### src/rtl/dm_pkg.sv
// dm_pkg: state encoding and sizing helpers shared by data_memory_be and its storage bank
package dm_pkg;
    typedef enum logic {ST_CLEAR = 1'b0, ST_IDLE = 1'b1} state_t;
    localparam int MAX_DW = 1024;
    function automatic int bytes_of(input int dw);
        return dw / 8;
    endfunction
    function automatic int lane_bits(input int dw);
        return $clog2(dw / 8);
    endfunction
    function automatic logic [MAX_DW-1:0] zext8(input logic [7:0] b);
        return {{(MAX_DW-8){1'b0}}, b};
    endfunction
endpackage

### src/rtl/dm_bank.sv
// dm_bank: word storage with per-byte write enables and a write-first registered read port
module dm_bank
    import dm_pkg::*;
#(
    parameter int DATA_WIDTH = 16,
    parameter int DEPTH      = 256,
    parameter int BYTES      = bytes_of(DATA_WIDTH),
    parameter int IW         = $clog2(DEPTH)
) (
    input  logic                  i_clk,
    input  logic                  i_rst_n,
    input  logic [IW-1:0]         i_addr,
    input  logic [BYTES-1:0]      i_we,
    input  logic [DATA_WIDTH-1:0] i_wd,
    input  logic                  i_re,
    output logic [DATA_WIDTH-1:0] o_rd
);
    logic [DATA_WIDTH-1:0] r_mem [DEPTH];
    logic [DATA_WIDTH-1:0] r_rd;
    logic [DATA_WIDTH-1:0] w_merged;
    // read path sees the lanes being written this cycle
    always_comb begin
        w_merged = r_mem[i_addr];
        for (int b = 0; b < BYTES; b++)
            if (i_we[b]) w_merged[b*8 +: 8] = i_wd[b*8 +: 8];
    end
    always_ff @(posedge i_clk) begin
        for (int b = 0; b < BYTES; b++)
            if (i_we[b]) r_mem[i_addr][b*8 +: 8] <= i_wd[b*8 +: 8];
    end
    always_ff @(posedge i_clk or negedge i_rst_n) begin
        if (!i_rst_n) r_rd <= '0;
        else if (i_re) r_rd <= w_merged;
    end
    assign o_rd = r_rd;
endmodule

### src/rtl/data_memory_be.sv
// data_memory_be: byte-addressable data memory with registered read, address error pulses
// and a clear-on-reset sequence that zeroes every word before accepting requests
module data_memory_be
    import dm_pkg::*;
#(
    parameter int DATA_WIDTH = 16,
    parameter int DEPTH      = 256,
    parameter int ADDR_WIDTH = 16
) (
    input  logic                  Clock,
    input  logic                  Reset,
    input  logic [DATA_WIDTH-1:0] WD,
    input  logic [ADDR_WIDTH-1:0] Adresa,
    input  logic                  MemWrite,
    input  logic                  MemRead,
    input  logic                  ByteMode,
    output logic [DATA_WIDTH-1:0] ReadData,
    output logic                  ReadValid,
    output logic                  AddrError,
    output logic                  Busy
);
    localparam int BYTES = bytes_of(DATA_WIDTH);
    localparam int LB    = lane_bits(DATA_WIDTH);
    localparam int IW    = $clog2(DEPTH);
    state_t                r_state, w_next;
    logic [IW-1:0]         r_cnt;
    logic                  r_rv, r_ae, r_rd_zero, r_rd_byte;
    logic [LB-1:0]         r_lane;
    logic [LB-1:0]         w_lane;
    logic                  w_idle, w_req, w_err, w_ok;
    logic [BYTES-1:0]      w_we;
    logic [IW-1:0]         w_addr;
    logic [DATA_WIDTH-1:0] w_wd, w_bank_rd;
    logic [7:0]            w_lane_byte;

    assign w_lane = Adresa[LB-1:0];
    assign w_idle = r_state == ST_IDLE;
    assign w_req  = MemRead | MemWrite;
    assign w_err  = (!ByteMode && w_lane != '0) || ((Adresa >> LB) >= ADDR_WIDTH'(DEPTH));
    assign w_ok   = w_idle && !w_err;
    // during clear the bank is driven by the counter with zero data on all lanes
    assign w_addr = w_idle ? Adresa[LB +: IW] : r_cnt;
    assign w_we   = !w_idle ? {BYTES{1'b1}} :
                    (MemWrite && w_ok) ? (ByteMode ? BYTES'(1) << w_lane : {BYTES{1'b1}}) : {BYTES{1'b0}};
    assign w_wd   = !w_idle ? '0 : ByteMode ? {BYTES{WD[7:0]}} : WD;

    dm_bank #(.DATA_WIDTH(DATA_WIDTH), .DEPTH(DEPTH)) u_bank (
        .i_clk   (Clock),
        .i_rst_n (Reset),
        .i_addr  (w_addr),
        .i_we    (w_we),
        .i_wd    (w_wd),
        .i_re    (MemRead && w_ok),
        .o_rd    (w_bank_rd)
    );

    assign w_lane_byte = w_bank_rd[r_lane*8 +: 8];
    assign ReadData    = r_rd_zero ? '0 : r_rd_byte ? DATA_WIDTH'(zext8(w_lane_byte)) : w_bank_rd;
    assign ReadValid   = r_rv;
    assign AddrError   = r_ae;
    assign Busy        = !w_idle;

    always_comb begin
        w_next = r_state;
        if (r_state == ST_CLEAR && r_cnt == IW'(DEPTH - 1)) w_next = ST_IDLE;
    end

    always_ff @(posedge Clock or negedge Reset) begin
        if (!Reset) begin
            r_state   <= ST_CLEAR;
            r_cnt     <= '0;
            r_rv      <= 1'b0;
            r_ae      <= 1'b0;
            r_rd_zero <= 1'b1;
            r_rd_byte <= 1'b0;
            r_lane    <= '0;
        end else begin
            r_state <= w_next;
            r_cnt   <= w_idle ? r_cnt : r_cnt + 1'b1;
            r_rv    <= w_idle && MemRead;
            r_ae    <= w_idle && w_req && w_err;
            // error reads return zero; the format of the last accepted read is kept
            if (w_idle && MemRead) begin
                r_rd_zero <= w_err;
                r_rd_byte <= ByteMode;
                r_lane    <= w_lane;
            end
        end
    end
endmodule

### config.mk
export PLATFORM = sky130hd
export DESIGN_NAME = data_memory_be
export DESIGN_NICKNAME = d
export VERILOG_FILES = /design/src/rtl/dm_pkg.sv /design/src/rtl/dm_bank.sv /design/src/rtl/data_memory_be.sv
export SDC_FILE = /design/constraint.sdc
export NUM_CORES = 2
export LEC_CHECK = 0
export CAP_MARGIN = 20
export CORE_MARGIN = 1.5
export CORE_UTILIZATION = 45
export CTS_CLUSTER_SIZE = 24
export DETAILED_ROUTE_END_ITERATION = 6
export PLACE_DENSITY = 0.67
export SYNTH_ARGS = -nofsm -noshare
export SYNTH_HDL_FRONTEND = slang
export SYNTH_SLANG_ARGS = --single-unit
### constraint.sdc
create_clock -name Clock -period 9.7 [get_ports Clock]
set_input_delay 1.94 -clock Clock [delete_from_list [all_inputs] [get_ports Clock]]
set_output_delay 1.94 -clock Clock [all_outputs]
set_load 0.05 [all_outputs]
* After elaboration in Yosys (flattened, before gate mapping)
Memories as Yosys holds them, arrays and structs flattened. A register that Yosys moved wholly into a read port is not among the register bits.
Cells that the tools add are included.
** Operators by class
- Bitwise logic cells :: 2
- Order comparisons :: 1
- Shift operators :: 2
- Reductions and logical operators :: 13
- Multiplexer cells :: 12
- $add $sub $neg :: 1
- Equality and inequality tests :: 1
** Operator list (number)
- $mux W16 :: 4
- $shiftx A16 B5 Y8 :: 1
- $ge A15 B9 Y1 const B :: 1
- $add A8 B1 Y8 const B :: 1
- $eq A8 B8 Y1 const B :: 1
- $logic_and A1 B1 Y1 :: 8
- $mux W8 :: 1
- $mux W2 :: 3
- $logic_not A1 Y1 :: 4
- $mux W1 :: 4
- $shl A1 B1 Y2 const A :: 1
- $logic_or A1 B1 Y1 :: 1
- $not A1 Y1 :: 1
- $or A1 B1 Y1 :: 1
** Storage, ports and cells
- Memory bits (writable) :: 4096
- Output and inout bits :: 19
- Register bits :: 14
- Memories kept :: 1
** Memory list
- u_bank.r_mem :: depth 256, width 16, read ports 1, clocked after memory_dff 1, write ports 1, RTL line dm_bank.sv:18 : logic [DATA_WIDTH-1:0] r_mem [DEPTH];

* Logic depth before layout (Yosys ltp)
- Depth after elaboration :: 10
- Depth in mapped cells :: 13

* Modules after synthesis
A second synthesis with hierarchy kept.
** Second synthesis, totals
- Cells, all modules :: 7070
- Area total of the unflattened synthesis :: 158518.3 µm²
** Modules (own cells, without submodules)
- dm_bank :: area each 157424.7 µm², instances 1, cells an instance 6945
- data_memory_be :: area each 1093.5 µm², instances 1, cells an instance 125

* Worst setup path after synthesis
Ideal clock, no wire load.
- Path kind :: input port to flip-flop
- Start point :: in ByteMode
- End point :: mem u_bank.r_mem[0][10] (data pin)
- Arrival :: 8415 ps
- Library setup time :: 1397 ps
- Path slack :: -111 ps
- Stages on the path :: 3
- Cell sequence :: buf_1 mux2i_1 nor2_1
** On the way
- Word-level cells in the longest chain between the ends :: 2
** Ends and longest elaborated chain
- start, declared :: RTL line data_memory_be.sv:16 : input logic ByteMode,
- $mux W16 (2 in series) :: RTL line data_memory_be.sv:45 : assign w_wd = !w_idle ? '0 : ByteMode ? {BYTES{WD[7:0]}} : WD;
- net u_bank.i_wd[10] :: RTL line dm_bank.sv:14 : input logic [DATA_WIDTH-1:0] i_wd,
- end, declared :: RTL line dm_bank.sv:18
The timed path passes the listed nets, and every way through them passes these cells.

* Worst setup path after layout
- Start point :: in Adresa[2]
- End point :: reg u_bank.r_rd[9] (netlist: u_bank.o_rd[9]), read port of u_bank.r_mem
** On the way
- Word-level cells in the longest chain between the ends :: 5
- Elaborated cells on any way between the ends :: 6
- Classes of those cells :: order compare (1); mux (1); reduce/logical (4)
** Ends and longest elaborated chain
- start, declared :: RTL line data_memory_be.sv:13 : input logic [ADDR_WIDTH-1:0] Adresa,
- $ge A15 B9 Y1 :: RTL line data_memory_be.sv:39 : assign w_err = (!ByteMode && w_lane != '0) || ((Adresa >> LB) >= ADDR_WIDTH'(DEPTH));
- $logic_or A1 B1 Y1 :: RTL line data_memory_be.sv:39
- $logic_not A1 Y1 :: RTL line data_memory_be.sv:40 : assign w_ok = w_idle && !w_err;
- $logic_and A1 B1 Y1 :: RTL line data_memory_be.sv:40
- $logic_and A1 B1 Y1 :: RTL line data_memory_be.sv:53 : .i_re (MemRead && w_ok),
- end, declared :: RTL line dm_bank.sv:19 : logic [DATA_WIDTH-1:0] r_rd;
Several ways; a longest one is shown, not always the timed one.
A chain may end at the register's enable or synchronous reset.

==> impl_metrics.tcl <==
set metrics [dict create \
    via_density_per_instance 5.97 \
    crit_fanout 83 \
    cp_slowest_stage_delay_ns 0.79 \
    post_synth_instance_area_mm2 0.160 \
    synth.most_common_cell "sky130_fd_sc_hd__edfxtp_1" \
    routedWlPerCell_um 28.1 \
    switching_share_pct 18.9 \
    reg2reg_setup_slack_ns 3.78 \
    max_h_tree_level 5 \
    drt-initial-drc-count 10900 \
    timing.rr.end "u_bank.o_rd[9]" \
    boundaryPins 56 \
    tns_ns 0 \
    ctsLongestPathBuffers 4 \
    max_freq_ghz 0.155 \
    vias 88100 \
    grt_first_pass_wirelength_um 595000 \
    synth_fp_nets 9716 \
    gp_routability_congestion 0.929 \
    portBuffers 55 \
    clock_latency_late_sink_ns 0.97 \
    worstHoldPathType "register to register" \
    finalCritPeriodShare_pct 66.5 \
    synth-edff-count 4096 \
    yosys-top-cells-count "sky130_fd_sc_hd__edfxtp_1, sky130_fd_sc_hd__mux2i_1, sky130_fd_sc_hd__nand2_1" \
    synth_top_flop_cell "sky130_fd_sc_hd__edfxtp_1" \
    final_layout_size_suffix_gt1_share_pct 8.39 \
    synth_register_bits 4126 \
    crit_chain "clkdlybuf4s50_1, mux2_8, buf_12, buf_4, mux2i_1, o22ai_1, o41ai_1, a41oi_1, a2111oi_0, o21ai_1" \
    remaining_routing_drc_violations 0 \
    grt_setup_unrepaired "no" \
    total_of_hold_buffers_inserted_after_clock_tree_synthesis 0 \
    worst_ep_arrival_time_ns 7.25 \
    initial_cell_density_of_the_core_pct 45.3 \
    critical_path.reg2reg.startpoint "r_state" \
    chipHeight_um 599 \
    critical_path.top_delay_family "compound AO/OA/AOI/OAI gates" \
    critical_path_required_ns 10.50 \
    slowest_stage "sky130_fd_sc_hd__mux2_8" \
    critical_path_class "input pin to register" \
    syn_area_per_cell_um2 16.5 \
    run_status "completed" \
    setup.worst_path.end_class "register" \
    dieArea_mm2 0.359 \
    kind_of_start_point_of_the_critical_path "input pin" \
    hpwlAfterDp_um 239000 \
    worst_slew_pin_slew_ns 1.23 \
    timing.slew.headroom_pct 18.0 \
    worst_setup_path_endpoint "u_bank.o_rd[9]" \
    final.min_clock_period_ns 6.45 \
    place_worst_setup_slack_ns 2.45 \
    tritoncts_num_sinks 4126 \
    placeableCoreArea_mm2 0.353 \
    postRouteAntennaNets 0 \
    share_of_total_power_in_sequential_cells_pct 55.5 \
    cellInternalPower_uw 28200 \
    cp.buffers_inverters 3 \
    number_of_setup_violations_in_the_final_report 0 \
    num_cts_buffers 399 \
    worst_r2r_path_depth 10 \
    fin_nets 9714 \
    critical_path_cell_count 10 \
    cts.root.buffer_cell "sky130_fd_sc_hd__clkbuf_16" \
    cts_tree "built" \
    timing.max_cap.violations 0 \
    yosys_warnings 0 \
    post_synth_num_cell_types 45 \
    track_usage_pct 22.5 \
    synth.largest_area_cell "sky130_fd_sc_hd__edfxtp_1" \
    antenna_found_initial 9 \
    power.share.clock_pct 44.4 \
    launch_point_of_the_worst_path "Adresa[2]" \
    synth.area.top_cells "sky130_fd_sc_hd__edfxtp_1, sky130_fd_sc_hd__mux2i_1, sky130_fd_sc_hd__o22ai_1, sky130_fd_sc_hd__nand2_1, sky130_fd_sc_hd__a21oi_1" \
    seq_area_frac_synth_pct 77.4 \
    utilization_pct 50.7 \
    vdd_ir_drop_max_mv 0.165 \
    route.final.wire_length_um 414000 \
    post_cts_gate_resize_count 0 \
    globalRouteOverflowTotal 0 \
    die-width_um 599 \
    maxSlewViolCount 0 \
    number_of_global_route_vias_before_repair 86100 \
    grt_start_max_net_pins 207 \
    layout_setup_ws_ns 3.25 \
    postSynthCellCount 9678 \
    drtPass1Iterations 6 \
    yosysTopAreaCellShare_pct 77.0 \
    power.share.combinational_pct 0.1 \
    power.leakage_uw 0.0503 \
    area_growth_pct 11.9 \
    placementRows 218 \
    p_sw_uw 6580 \
    clkTransAtPathRegs_ns 0.07 \
    fin_skew_ns 0.0353 \
    post_cts.repair.setup_buffers 0 \
    cellPowerDensity_mw_per_mm2 194 \
    synthArstFlopShare_pct 0.727 \
    final-hold-violation-count 0 \
]
per-stage QoR:
stage / hold WS (ns) / area, µm² / total power (µW) / std cells
after global placement: 0.565 / 166000 / 19700 / 14000
after detailed placement: 0.596 / 166000 / 19700 / 14000
after floorplan: 0.484 / 160000 / 19700 / 9678
final: 0.607 / 179000 / 34800 / 14700
after global routing: 0.618 / 179000 / 35500 / 14700
after CTS: 0.608 / 179000 / 34900 / 14700
cell usage in the layout (no fill, tap or decap), types with 82 or more instances in the layout:
cell	count
sky130_fd_sc_hd__a21oi_1	489
sky130_fd_sc_hd__clkbuf_16	406
sky130_fd_sc_hd__o41ai_1	224
sky130_fd_sc_hd__buf_4	124
sky130_fd_sc_hd__edfxtp_1	4096
sky130_fd_sc_hd__nand2_1	1017
sky130_fd_sc_hd__clkbuf_1	82
sky130_fd_sc_hd__mux2i_1	1513
sky130_fd_sc_hd__nor2_1	529
sky130_fd_sc_hd__o22ai_1	752
cell families (layout without fill, tap and decap cells):
logic type,Yosys count,in the layout,synth area share (%)
flops,4126,4126,77.4
simple gates,1715,1715,4.31
compound gates,1647,1647,6.55
mux,1550,1550,9.97
buf+inv,633,964,1.72
xor+xnor,6,6,0.0329
fa+ha+maj,1,1,0.00783
other cells,0,4,0
sequential cells by signal, summed over array words and instances (netlist names):
register      cells
u_bank.r_mem   4096
u_bank.o_rd      16
r_cnt             8
AddrError         1
ReadValid         1
r_lane            1
r_rd_byte         1
r_rd_zero         1
r_state           1
final cells by class:
type | count | area [µm²]
antenna | 4 | 10.0
clock buffer | 496 | 10600
clock inverter | 238 | 2360
fill | 28300 | 174000
inverter | 7 | 26.3
multi-input combinational | 4919 | 33800
sequential | 4126 | 124000
tap | 4730 | 5920
timing repair buffer | 223 | 2330
power groups by stage:
stage	Combinational, µW	Sequential, µW	Clock [µW]
after CTS	37.8	19300	15500
after detailed placement	37.7	19700	0
after global placement	37.1	19700	0
after global routing	38.4	19300	16200
final	37.7	19300	15400
after floorplan	4.56	19700	0
worst min-delay path by stage:
stage                              start        endpoint  depth (start not counted)
after global routing           r_rd_zero       r_rd_zero                          1
after global placement          r_cnt[3]        r_cnt[3]                          1
after detailed placement       r_rd_zero       r_rd_zero                          1
final                          r_rd_zero       r_rd_zero                          1
after floorplan           u_bank.o_rd[0]  u_bank.o_rd[0]                          2
after CTS                      r_rd_zero       r_rd_zero                          1
per-layer routing:
layer  GRT usage (%)  routed length, µm  vias up
met5               0                 42        -
met4            10.0              20700        6
met3            3.98              35400      809
met2            36.2             196000     4355
met1            30.1             162000    44800
li1                -                  -    38100
Power figures use the tool's default switching activity.
